==> config.mk <==
export PLATFORM = sky130hd
export DESIGN_NAME = pit_arbiter
export DESIGN_NICKNAME = d
export VERILOG_FILES = /design/src/rtl/pit_arbiter_pkg.sv /design/src/rtl/rr_arbiter.sv /design/src/rtl/pit_arbiter.sv
export SDC_FILE = /design/constraint.sdc
export NUM_CORES = 1
export LEC_CHECK = 0
export ABC_AREA = 0
export CAP_MARGIN = 25
export CORE_ASPECT_RATIO = 0.5
export CORE_UTILIZATION = 54
export CTS_CLUSTER_DIAMETER = 40
export CTS_CLUSTER_SIZE = 25
export DETAILED_ROUTE_END_ITERATION = 6
export HOLD_SLACK_MARGIN = 0.12
export PLACE_DENSITY = 0.95
export SLEW_MARGIN = 40
export SYNTH_ARGS = -nofsm -noshare
export SYNTH_HDL_FRONTEND = slang
export SYNTH_SLANG_ARGS = --single-unit
export TNS_END_PERCENT = 10
==> constraint.sdc <==
create_clock -name clk -period 7.1 [get_ports clk]
set_input_delay 1.42 -clock clk [delete_from_list [all_inputs] [get_ports clk]]
set_output_delay 1.42 -clock clk [all_outputs]
set_load 0.03 [all_outputs]
==> src/rtl/pit_arbiter_pkg.sv <==
// Shared types and limits for the minipit scheduler.
// Pure declarations: no logic, no latency, no flow control.
package pit_arbiter_pkg;
    localparam int COUNT_W     = 16;
    localparam int WDOG_W      = 20;
    localparam int NUM_REQ_MAX = 8;

    typedef enum logic [2:0] {
        S_IDLE,
        S_LOAD,
        S_ARM,
        S_WAIT,
        S_DONE
    } state_t;
endpackage

==> src/rtl/rr_arbiter.sv <==
// Round-robin pick: first pending channel strictly after last_grant, wrapping.
// Combinational, zero latency; no backpressure (pure function of its inputs).
module rr_arbiter
    import pit_arbiter_pkg::*;
#(
    parameter int NUM_REQ = 4,
    parameter int IDX_W   = $clog2(NUM_REQ)
) (
    input  logic [NUM_REQ-1:0] pending,
    input  logic [IDX_W-1:0]   last_grant,
    output logic               grant_valid,
    output logic [IDX_W-1:0]   grant_idx
);

    // Scan from the farthest offset down so the nearest pending channel wins last.
    always_comb begin
        grant_valid = 1'b0;
        grant_idx   = '0;
        for (int off = NUM_REQ; off >= 1; off--) begin
            if (pending[IDX_W'((int'(last_grant) + off) % NUM_REQ)]) begin
                grant_valid = 1'b1;
                grant_idx   = IDX_W'((int'(last_grant) + off) % NUM_REQ);
            end
        end
    end

endmodule

==> src/rtl/pit_arbiter.sv <==
// Shares one minipit among NUM_REQ one-shot timeout clients; optional PIT_ARBITER_WATCHDOG_EN aborts long waits.
// Latency: accept -> pit_write_en 2 cycles, pit_irq -> done 1 cycle, zero count -> done 2 cycles.
// Backpressure: req_ready[i] low while channel i is pending; req_valid then is dropped.
module pit_arbiter
    import pit_arbiter_pkg::*;
#(
    parameter int                NUM_REQ     = 4,
    parameter logic [WDOG_W-1:0] WDOG_CYCLES = 20'hFFFFF
) (
    input  logic                         clk,
    input  logic                         reset,
    input  logic [NUM_REQ-1:0]           req_valid,
    input  logic [NUM_REQ*COUNT_W-1:0]   req_count,
    input  logic [NUM_REQ-1:0]           req_div,
    output logic [NUM_REQ-1:0]           req_ready,
    output logic [NUM_REQ-1:0]           done,
    output logic [NUM_REQ-1:0]           timeout,
    output logic                         busy,
    output logic [$clog2(NUM_REQ)-1:0]   grant_id,
    output logic                         pit_write_en,
    output logic [7:0]                   pit_counter_high,
    output logic [7:0]                   pit_counter_low,
    output logic                         pit_divider_on,
    output logic                         pit_repeating,
    input  logic                         pit_irq
);

    localparam int IDX_W = $clog2(NUM_REQ);

    if (NUM_REQ < 2 || NUM_REQ > NUM_REQ_MAX || WDOG_CYCLES == '0) begin : g_bad_cfg
        $error("pit_arbiter: unsupported NUM_REQ or WDOG_CYCLES");
    end

    state_t               state;
    logic [NUM_REQ-1:0]   pending;
    logic [COUNT_W-1:0]   cnt_q [NUM_REQ];
    logic [NUM_REQ-1:0]   div_q;
    logic [IDX_W-1:0]     last_grant;
    logic                 grant_valid;
    logic [IDX_W-1:0]     grant_idx;
    logic [NUM_REQ-1:0]   accept;
    logic [NUM_REQ-1:0]   grant_oh;
    logic [NUM_REQ-1:0]   pick_oh;
    logic [NUM_REQ-1:0]   clr_mask;

    assign req_ready     = ~pending;
    assign accept        = req_valid & ~pending;
    assign grant_oh      = NUM_REQ'(1) << grant_id;
    assign pick_oh       = NUM_REQ'(1) << grant_idx;
    assign clr_mask      = (state == S_DONE) ? grant_oh : '0;
    assign pit_repeating = 1'b1;

    rr_arbiter #(
        .NUM_REQ (NUM_REQ),
        .IDX_W   (IDX_W)
    ) u_rr (
        .pending     (pending),
        .last_grant  (last_grant),
        .grant_valid (grant_valid),
        .grant_idx   (grant_idx)
    );

    // The granted channel cannot re-accept until its pending bit drops at the end of DONE.
    always_ff @(posedge clk or posedge reset) begin
        if (reset) begin
            pending <= '0;
            div_q   <= '0;
            for (int i = 0; i < NUM_REQ; i++) cnt_q[i] <= '0;
        end else begin
            for (int i = 0; i < NUM_REQ; i++) begin
                if (accept[i]) begin
                    cnt_q[i] <= req_count[i*COUNT_W +: COUNT_W];
                    div_q[i] <= req_div[i];
                end
            end
            pending <= (pending | accept) & ~clr_mask;
        end
    end

`ifdef PIT_ARBITER_WATCHDOG_EN
    logic [WDOG_W-1:0] wdog_cnt;
`else
    assign timeout = '0;
`endif

    always_ff @(posedge clk or posedge reset) begin
        if (reset) begin
            state            <= S_IDLE;
            last_grant       <= IDX_W'(NUM_REQ - 1);
            grant_id         <= '0;
            busy             <= 1'b0;
            done             <= '0;
            pit_write_en     <= 1'b0;
            pit_counter_high <= '0;
            pit_counter_low  <= '0;
            pit_divider_on   <= 1'b0;
`ifdef PIT_ARBITER_WATCHDOG_EN
            timeout          <= '0;
            wdog_cnt         <= '0;
`endif
        end else begin
            pit_write_en <= 1'b0;
            done         <= '0;
`ifdef PIT_ARBITER_WATCHDOG_EN
            timeout      <= '0;
`endif
            case (state)
                S_IDLE: begin
                    if (grant_valid) begin
                        grant_id   <= grant_idx;
                        last_grant <= grant_idx;
                        busy       <= 1'b1;
                        if (cnt_q[grant_idx] == '0) begin
                            state <= S_DONE;
                            done  <= pick_oh;
                        end else begin
                            state            <= S_LOAD;
                            pit_write_en     <= 1'b1;
                            pit_counter_high <= cnt_q[grant_idx][15:8];
                            pit_counter_low  <= cnt_q[grant_idx][7:0];
                            pit_divider_on   <= div_q[grant_idx];
                        end
                    end
                end
                S_LOAD: state <= S_ARM;
                // An interrupt seen here belongs to the previous programming.
                S_ARM: begin
                    state <= S_WAIT;
`ifdef PIT_ARBITER_WATCHDOG_EN
                    wdog_cnt <= '0;
`endif
                end
                S_WAIT: begin
                    if (pit_irq) begin
                        state <= S_DONE;
                        done  <= grant_oh;
                    end
`ifdef PIT_ARBITER_WATCHDOG_EN
                    else if (wdog_cnt == WDOG_CYCLES - 1'b1) begin
                        state   <= S_DONE;
                        timeout <= grant_oh;
                    end else begin
                        wdog_cnt <= wdog_cnt + 1'b1;
                    end
`endif
                end
                S_DONE: begin
                    state <= S_IDLE;
                    busy  <= 1'b0;
                end
                default: begin
                    state <= S_IDLE;
                    busy  <= 1'b0;
                end
            endcase
        end
    end

endmodule

# After elaboration in Yosys (flattened, before gate mapping)
# Cells that the tools add are included.
[word_totals]
register_bits = 102
out_inout_bits = 34
elab_cells = 90
[classes]
n_addsub = 4
order_cmp = 6
eq_ne = 6
shift = 2
muxes = 39
bitwise_logic = 8
reduce_logical = 7
[op_table]
columns = ["op", "n"]
rows = [
  ["binary-select mux 16 bit (select 2 bit)", 1],
  ["two-way mux 16 bit", 2],
  ["two-way mux 1 bit", 17],
  ["logical NOT 16 bit", 1],
  ["< comparator 2 x 4 -> 1 bit (second input constant)", 4],
  ["two-way mux 4 bit", 4],
  ["one-hot mux 3 bit (4 select lines)", 1],
  ["binary-select mux 1 bit (select 2 bit)", 5],
  ["two-way mux 3 bit", 3],
  ["bitwise AND 4 bit", 2],
  ["two-way mux 2 bit", 4],
  ["inverter 4 bit", 2],
  ["one-hot mux 4 bit (2 select lines)", 1],
  ["<< shifter 1 x 2 -> 4 bit (first input constant)", 2],
  ["== test 3 x 2 -> 1 bit (second input constant)", 2],
  ["AND reduction 2 bit", 3],
  ["adder 2 x 1 -> 2 bit (second input constant)", 2],
  ["adder 2 bit (second input constant)", 2],
  ["inequality test 2 bit (second input constant)", 2],
  ["OR 4 bit", 1],
  ["== test 3 x 1 -> 1 bit (second input constant)", 1],
  ["== test 3 bit (second input constant)", 1],
  [">= comparator 3 bit (second input constant)", 1],
  ["logical NOT 3 bit", 1],
  ["other kinds (6)", 7],
]

# Longest topological paths before layout
[depth]
depth_word = 16
mapped_depth = 12
ltp_nobuf = 8

# By module
# A second synthesis with hierarchy kept.
[unflattened]
hier_cells = 292
area_unflattened_um2 = 4525.6
[by_module_without_submodules]
columns = ["mod", "instances", "cells_each", "area_each_um2", "seq_area_each_um2"]
rows = [
  ["pit_arbiter", 1, 278, 4434.3, 2555.0],
  ["rr_arbiter", 1, 14, 91.3, 0.0],
]

# Worst setup path before layout
# OpenSTA, ideal clock, no wires.
[synth_timing]
path_type = "register -> register"
startpoint = "reg last_grant[1]"
endpoint = "reg pit_counter_high[0]"
t_arrival_ns = 2.543
setup_slack_ns = 4.432
stages_incl_launch_ff = 13
path_buffers = 4
period_less_slack_ns = 2.668
cell_sequence = "dfstp_2 -> nand3b_1 -> a31oi_1 -> buf_6 -> buf_12 -> mux2i_1 -> mux2i_1 -> nor4_1 -> nand4_1 -> nand2b_1 -> buf_6 -> buf_12 -> mux2_4"
[synth_between]
elab_chain_len = 15
word_cells_on_any_way = 31
classes_between = "add/sub: 4; mux: 23; bitwise: 2; reduce/logical: 2"
[synth_lines]
columns = ["item", "line", "source"]
rows = [
  ["from (decl)", "pit_arbiter.sv:38", "logic [IDX_W-1:0] last_grant;"],
  ["from (signal assigned)", "pit_arbiter.sv:89", "last_grant <= IDX_W'(NUM_REQ - 1);"],
  ["from (signal assigned)", "pit_arbiter.sv:111", "last_grant <= grant_idx;"],
  ["adder 2 x 1 -> 2 bit", "rr_arbiter.sv:20, rr_arbiter.sv:22", ""],
  ["binary-select mux 1 bit (select 2 bit)", "rr_arbiter.sv:20", "if (pending[IDX_W'((int'(last_grant) + off) % NUM_REQ)]) begin"],
  ["two-way mux 1 bit (not written as such) (2 in a row)", "rr_arbiter.sv:20", ""],
  ["two-way mux 2 bit (4 in a row)", "rr_arbiter.sv:20", ""],
  ["inverter 2 -> 3 bit (not written as such)", "pit_arbiter.sv:113, pit_arbiter.sv:119", ""],
  ["binary-select mux 16 bit (select 2 bit)", "pit_arbiter.sv:113, pit_arbiter.sv:119", ""],
  ["two-way mux 16 bit (2 in a row)", "n/a", ""],
  ["logical NOT 16 bit", "pit_arbiter.sv:113", "if (cnt_q[grant_idx] == '0) begin"],
  ["inverter 1 bit (no line)", "n/a", ""],
  ["AND reduction 3 bit (no line)", "n/a", ""],
  ["to (signal assigned)", "pit_arbiter.sv:119", "pit_counter_high <= cnt_q[grant_idx][15:8];"],
  ["to (decl)", "pit_arbiter.sv:21", "output logic [7:0] pit_counter_high,"],
]
# Several ways; a longest one is shown, not always the timed one. The select of a mux whose other input is x is not followed.
# A chain may end at the register's enable or synchronous reset.

# Worst setup path in the final report
[layout_timing]
startpoint = "reg last_grant[1]"
endpoint = "reg pit_counter_high[4]"
# Same word-level chain as after synthesis.

==> impl_metrics.env <==
export IMPL_syn_avg_cell_area_um2=14.2
export IMPL_yosys_warnings=0
export IMPL_cts_sinks=102
export IMPL_cts_clk_slew_worst_paths_ns=0.06
export IMPL_min_period_ns=3.68
export IMPL_path_max_fanout=37
export IMPL_drc=0
export IMPL_synth_edf_count=0
export IMPL_ir_worst_vdd_mv=0.239
export IMPL_root_buffer="clkbuf_16"
export IMPL_cts_tree="yes"
export IMPL_synth_cell_types=36
export IMPL_synth_xor_area_share_pct=0
export IMPL_p_leak_nw=2.68
export IMPL_io_pins=109
export IMPL_synth_commonest_cells="dfrtp_1 (100), mux2_2 (76), mux2i_1 (50)"
export IMPL_area_delta_synth_final_pct=31.3
export IMPL_critPathMaxStageDelay_ns=0.59
export IMPL_routed_wl_um=11500
export IMPL_grt_setup_unrepaired="false"
export IMPL_yosys_area_top_type="dfrtp_1"
export IMPL_power_total_w=0.00285
export IMPL_synth_area_mm2=0.00463
export IMPL_row_count=23
export IMPL_whs_ns=0.481
export IMPL_post_cts_repair_setup_buffers=0
export IMPL_cts_resized=0
export IMPL_ys_seq_elements=102
export IMPL_drt_iter0_markers=220
export IMPL_hold_violations=0
export IMPL_synth_top_area_share_pct=54.1
export IMPL_first_global_vias=3322
export IMPL_synthAdderAreaFrac_pct=0
export IMPL_fin_nets=499
export IMPL_globalRouteOverflowTotal=0
export IMPL_antenna_found_initial=0
export IMPL_synth_top_family_by_area="multiplexers"
export IMPL_insertion_delay_ns=0.35
export IMPL_worstSetupPathType="register to register"
export IMPL_final_core_util_pct=74.6
export IMPL_cp_common_cell="mux2i_1"
export IMPL_yosysMostFrequentCell="dfrtp_1"
export IMPL_cts_made_buffers=9
export IMPL_finalMaxSlewViolations=0
export IMPL_hold_buffers=0
export IMPL_relSlewSlack_pct=55.1
export IMPL_fillerInstances=484
export IMPL_hpwl_um=7220
export IMPL_die_width_um=133
export IMPL_grt_pass1_wl_um=17700
export IMPL_final_period_utilization_pct=51.9
export IMPL_clk_path_buf_depth=2
export IMPL_wire_per_inst_um=21.3
export IMPL_p_per_area_mw_per_mm2=468
export IMPL_core_area_mm2=0.00814
export IMPL_synth_compound_area_share_pct=3.78
export IMPL_ys_async_sr_fraction_pct=100
export IMPL_grt_max_degree=85
export IMPL_synthMuxAreaShare_pct=32.2
export IMPL_vias=3056
export IMPL_viasPerCell=5.65
export IMPL_worstMarginPinSlew_ns=0.672
export IMPL_die_h_um=67.5
export IMPL_worst_setup_path_end_kind="register"
export IMPL_max_cap_viol_count=0
export IMPL_hp_class="register to register"
export IMPL_cts_htree_levels=3
export IMPL_initial_core_util_pct=56.8
export IMPL_start_kind="register"
export IMPL_drive_above_1_share_pct=26.6
export IMPL_ys_top_cells_by_area="dfrtp_1 (54%), mux2_2 (18%), mux2i_1 (11%)"
export IMPL_setup_viol=0
export IMPL_synthSimpleGateAreaFrac_pct=3.78
export IMPL_io_buffer_count=103
export IMPL_required_ns=7.33
export IMPL_grt_total_usage_pct=27.4
export IMPL_finClkSkew_ns=0.00856
export IMPL_synth_ff_type="dfrtp_1"
export IMPL_status="finished clean"
export IMPL_critPathSlowestCell="dfstp_2"
export IMPL_gp_congestion=0.781
export IMPL_worst_ep_arrival_time_ns=3.91
export IMPL_yosysSeqAreaShare_pct=55.2
export IMPL_path_cells="nand3b_1 -> a31oi_4 -> buf_4 -> mux2i_1 -> mux2i_1 -> nor4_1 -> nand4_1 -> nand2b_2 -> mux2_2"
export IMPL_synthCells=326
export IMPL_diodes=0
export IMPL_dr_pass1_iters=4
export IMPL_tns_ns=0
export IMPL_ant_nets=0
export IMPL_dieArea_mm2=0.00897
export IMPL_fmax_mhz=272
-- registers in the layout (all words and copies together) (netlist names) --
name / cells
last_grant: 2
cnt_q: 64
pit_counter_low: 8
pending: 4
state: 3
pit_write_en: 1
div_q: 4
pit_divider_on: 1
done: 4
pit_counter_high: 8
grant_id: 2
busy: 1
-- power breakdown --
part	internal, W	total [W]	switching [W]
Combinational	0.000611	0.00122	0.000604
Sequential	0.000863	0.00106	0.000196
Clock	0.000364	0.000573	0.000209
Total	0.00184	0.00285	0.00101
-- path summary, 6_finish.rpt --
kind                               start                   to  slack, ns  depth (start not counted)
max                        last_grant[1]  pit_counter_high[4]       3.42                          9
min                        last_grant[0]        last_grant[0]       0.48                          2
max reg2reg                last_grant[1]  pit_counter_high[4]       3.42                          9
min reg2reg                last_grant[0]        last_grant[0]       0.48                          2
max in group asynchronous          reset            cnt_q[48]       4.87                          4
min in group asynchronous          reset              done[1]       1.36                          2
-- routing by layer --
metal / GRT usage (%) / part of all wire [%]
met5: 0 / 0
met2: 48.6 / 52
met4: 11.5 / 2.3
met3: 7.36 / 3.8
met1: 32.4 / 42
-- through the flow --
step	worst slack (ns)	instance area [um^2]	std cells
after floorplan	3.01	4640	329
after global placement	3.33	5670	524
after detailed placement	3.58	5700	524
after CTS	3.47	6050	540
after global routing	3.20	6080	541
final	3.42	6080	541
-- critical path, delay by kind of cell (launching register included) --
family | cells | cell delay [ns]
flops | 1 | 0.59
simple gates | 4 | 1.35
compound gates | 1 | 0.18
buf+inv | 1 | 0.53
mux | 3 | 0.89
-- cells in the final DEF (no fill, tap or decap), types with 5 or more instances in the layout --
master and count:
clkdlybuf4s50_1 103, inv_1 11, nor4_1 5, mux2_2 76
conb_1 5, clkbuf_16 9, nor2_1 7, dfrtp_1 100
mux2_4 9, mux2i_1 50, a21oi_1 5
-- cells by family after synthesis --
logic type | Yosys count
multiplexers | 135
other | 2
AO/OA/AOI/OAI | 23
flip-flops | 102
buffers and inverters | 34
AND/OR/NAND/NOR | 30
-- final cells by class --
class                   count  area [um^2]  share of cell area (%)
clock buffers              13          260                    4.28
clock inverters             3         90.1                    1.48
inverters                  12         47.5                   0.782
multi-input cells         193         1910                    31.4
flip-flops and latches    102         2550                    42.0
well taps                 112          140                    2.31
repair buffers            106         1080                    17.7
Note: power is estimated with default switching activity, not from simulation.
==> RTL edit (same settings) <==
Take the reset off `pending` and load it in a clocked block of its own.
--- a/src/rtl/pit_arbiter.sv
+++ b/src/rtl/pit_arbiter.sv
@@ -63,7 +63,6 @@
     // The granted channel cannot re-accept until its pending bit drops at the end of DONE.
     always_ff @(posedge clk or posedge reset) begin
         if (reset) begin
-            pending <= '0;
             div_q   <= '0;
             for (int i = 0; i < NUM_REQ; i++) cnt_q[i] <= '0;
         end else begin
@@ -73,8 +72,11 @@
                     div_q[i] <= req_div[i];
                 end
             end
-            pending <= (pending | accept) & ~clr_mask;
         end
+    end
+
+    always_ff @(posedge clk) begin
+        pending <= (pending | accept) & ~clr_mask;
     end
 
 `ifdef PIT_ARBITER_WATCHDOG_EN
Formal check against the unedited RTL: not equivalent (a bounded check fails within 4 cycles, from zero or initial values and one cycle with reset high).
==> RTL edit against the original RTL <==
- clock power down 16%
- sequential share of layout area increased by 0.52 points
- power down 3.6%
- critical endpoint is now pit_counter_high[0]$_DFFE_PP0P_
- cell area is 2.0% lower
- routed wire length is 6.9% lower
- synthesized area shrank 0.43%
- sequential cell count did not move
- worst setup slack worse by 170 ps
- global-route usage is 0.91 points lower
- count of clock-buffer cells in the layout shrank 2
- largest power group unchanged
- critical path depth unchanged
- synthesized cell count unchanged
- fmax shrank 4.4%
==> RTL edit: results (changes against the original RTL) <==
\begin{tabular}{lr}
\hline
Metric & Value \\
\hline
\multicolumn{2}{l}{\textbf{GRT}} \\
\quad Vias in the first global route & 3,250 (-2.2\%) \\
\quad Wire length of the first global-routing pass & 17.39 mm (-2.0\%) \\
\quad Pin count of the biggest net entering global routing & 73 (-14\%) \\
\quad Global-route total usage across every layer & 26.47\% (-0.91 points) \\
\multicolumn{2}{l}{\textbf{Place}} \\
\quad Post-detail-place hpwl & 7.415 mm (+2.7\%) \\
\quad Placed Area & 0.005679 mm² (-0.37\%) \\
\quad Weighted congestion at the end of routability-driven global placement & 0.8045 (+3.1\%) \\
\multicolumn{2}{l}{\textbf{Final layout}} \\
\quad Antenna fix cells & 0 (unchanged) \\
\quad Post-layout instance area & 0.005957 mm² (-2.0\%) \\
\quad Filler cell count & 520 (+7.4\%) \\
\quad Fraction of layout instances using a drive strength above 1 & 25.87\% (-0.70 points) \\
\multicolumn{2}{l}{\textbf{Power and ir drop}} \\
\quad Worst supply voltage drop on vdd & 0.0002048 V (-14\%) \\
\quad Static leakage power & 2.632 nW (-1.7\%) \\
\multicolumn{2}{l}{\textbf{Timing}} \\
\quad Worst clock skew & 6.098 ps (-2.464 ps) \\
\quad Setup tns final & 0 ps (unchanged) \\
\quad Headroom to the max-slew limit & 57.08\% (+1.9 points) \\
\multicolumn{2}{l}{\textbf{Clock tree}} \\
\quad Maximum count of clock buffers along a single path & 2 (unchanged) \\
\multicolumn{2}{l}{\textbf{Drt}} \\
\quad Starting DRC count in detailed routing & 191 (-13\%) \\
\quad Vias per cell & 5.691 (+0.75\%) \\
\quad Number of optimization iterations in the first detailed-route pass & 4 (unchanged) \\
\quad Average wire per standard cell & 19.83 µm (-6.9\%) \\
\multicolumn{2}{l}{\textbf{Logic synthesis}} \\
\quad Area contributors post-synth & sky130\_fd\_sc\_hd\_\_dfrtp\_1 52\%, sky130\_fd\_sc\_hd\_\_mux2\_2 19\%, sky130\_fd\_sc\_hd\_\_mux2i\_1 11\%, sky130\_fd\_sc\_hd\_\_mux2\_4 2.9\%, sky130\_fd\_sc\_hd\_\_dfxtp\_1 1.7\% \\
\quad Number of warnings issued by yosys & 0 (unchanged) \\
\quad Distinct cells, synth & 37 (+2.8\%) \\
\quad Synth cell count leaders & 96 x sky130\_fd\_sc\_hd\_\_dfrtp\_1, 76 x sky130\_fd\_sc\_hd\_\_mux2\_2, 50 x sky130\_fd\_sc\_hd\_\_mux2i\_1 \\
\quad Proportion of synthesized chip area in sequential cells & 55.01\% (-0.19 points) \\
\quad Fraction of registers with async set/reset & 96.08\% (-3.9 points) \\
\multicolumn{2}{l}{\textbf{Run status}} \\
\quad Outcome & finished, final reports clean \\
\multicolumn{2}{l}{\textbf{Worst setup path}} \\
\quad Data arrival time of the critical path & 4080 ps (+170 ps) \\
\hline
\end{tabular}
## RTL edit: metrics by stage
| step | utilization [%] | setup slack, ps | std cells | power [mW] | hold WS (ps) |
|---|---|---|---|---|---|
| 2_1_floorplan | - | 3121 | 329 | 1.905 | 453.4 |
| 3_3_place_gp | 69.66 | 3249 | 528 | 2.174 | 471.9 |
| 3_5_place_dp | 69.73 | 3399 | 528 | 2.241 | 477.3 |
| 4_1_cts | 73.14 | 3337 | 541 | 2.753 | 484.9 |
| 5_1_grt | 73.14 | 3130 | 541 | 2.884 | 513.1 |
| 6_report | 73.14 | 3250 | 541 | 2.745 | 485.1 |
## RTL edit: routing by layer
layer	global-route usage (%)	vias up	routed length, µm
met4	9.914	0	292
met2	46.25	92	5482
met3	7.958	34	480
met1	31.81	1584	4473
li1	-	1369	-
met5	0	-	0
## RTL edit: cell families (layout without fill, tap and decap cells)
group | Yosys count | count (layout) | share of synthesized area (%)
flops | 102 | 102 | 55.01
other cells | 2 | 5 | 0.1630
simple gates | 30 | 30 | 3.801
mux | 135 | 135 | 32.36
buf+inv | 34 | 134 | 4.860
compound gates | 23 | 23 | 3.801
## RTL edit: worst paths after layout
check,endpoint,depth (start not counted),slack [ps]
worst max-delay path,pit_counter_high[0]$_DFFE_PP0P_,9,3250
worst min-delay path,last_grant[0]$_DFFE_PP1P_,2,490
worst max register to register,pit_counter_high[0]$_DFFE_PP0P_,9,3250
worst min register to register,last_grant[0]$_DFFE_PP1P_,2,490
max in group asynchronous,busy$_DFFE_PP0P_,3,4750
min in group asynchronous,cnt_q[49]$_DFFE_PP0P_,2,1390
## RTL edit: area by class of cell
class	instances	share of cell area (%)
clock inverters	2	0.5881
repair buffers	109	18.13
inverters	12	0.7771
well taps	112	2.352
clock buffers	11	4.075
multi-input cells	193	31.53
flip-flops and latches	102	42.55
## RTL edit: worst max-delay path: stages, from the launching register on
cell,delay [ps]
sky130_fd_sc_hd__dfstp_2,590
sky130_fd_sc_hd__nand3b_1,140
sky130_fd_sc_hd__a31oi_4,180
sky130_fd_sc_hd__buf_4,540
sky130_fd_sc_hd__mux2i_1,310
sky130_fd_sc_hd__mux2i_1,160
sky130_fd_sc_hd__nor4_1,480
sky130_fd_sc_hd__nand4_1,370
sky130_fd_sc_hd__nand2b_2,530
sky130_fd_sc_hd__mux2_2,410
## RTL edit: power by group
part | internal (mW) | switching [mW]
clock network | 0.276 | 0.203
registers | 0.863 | 0.189
logic | 0.609 | 0.603
total | 1.75 | 0.996
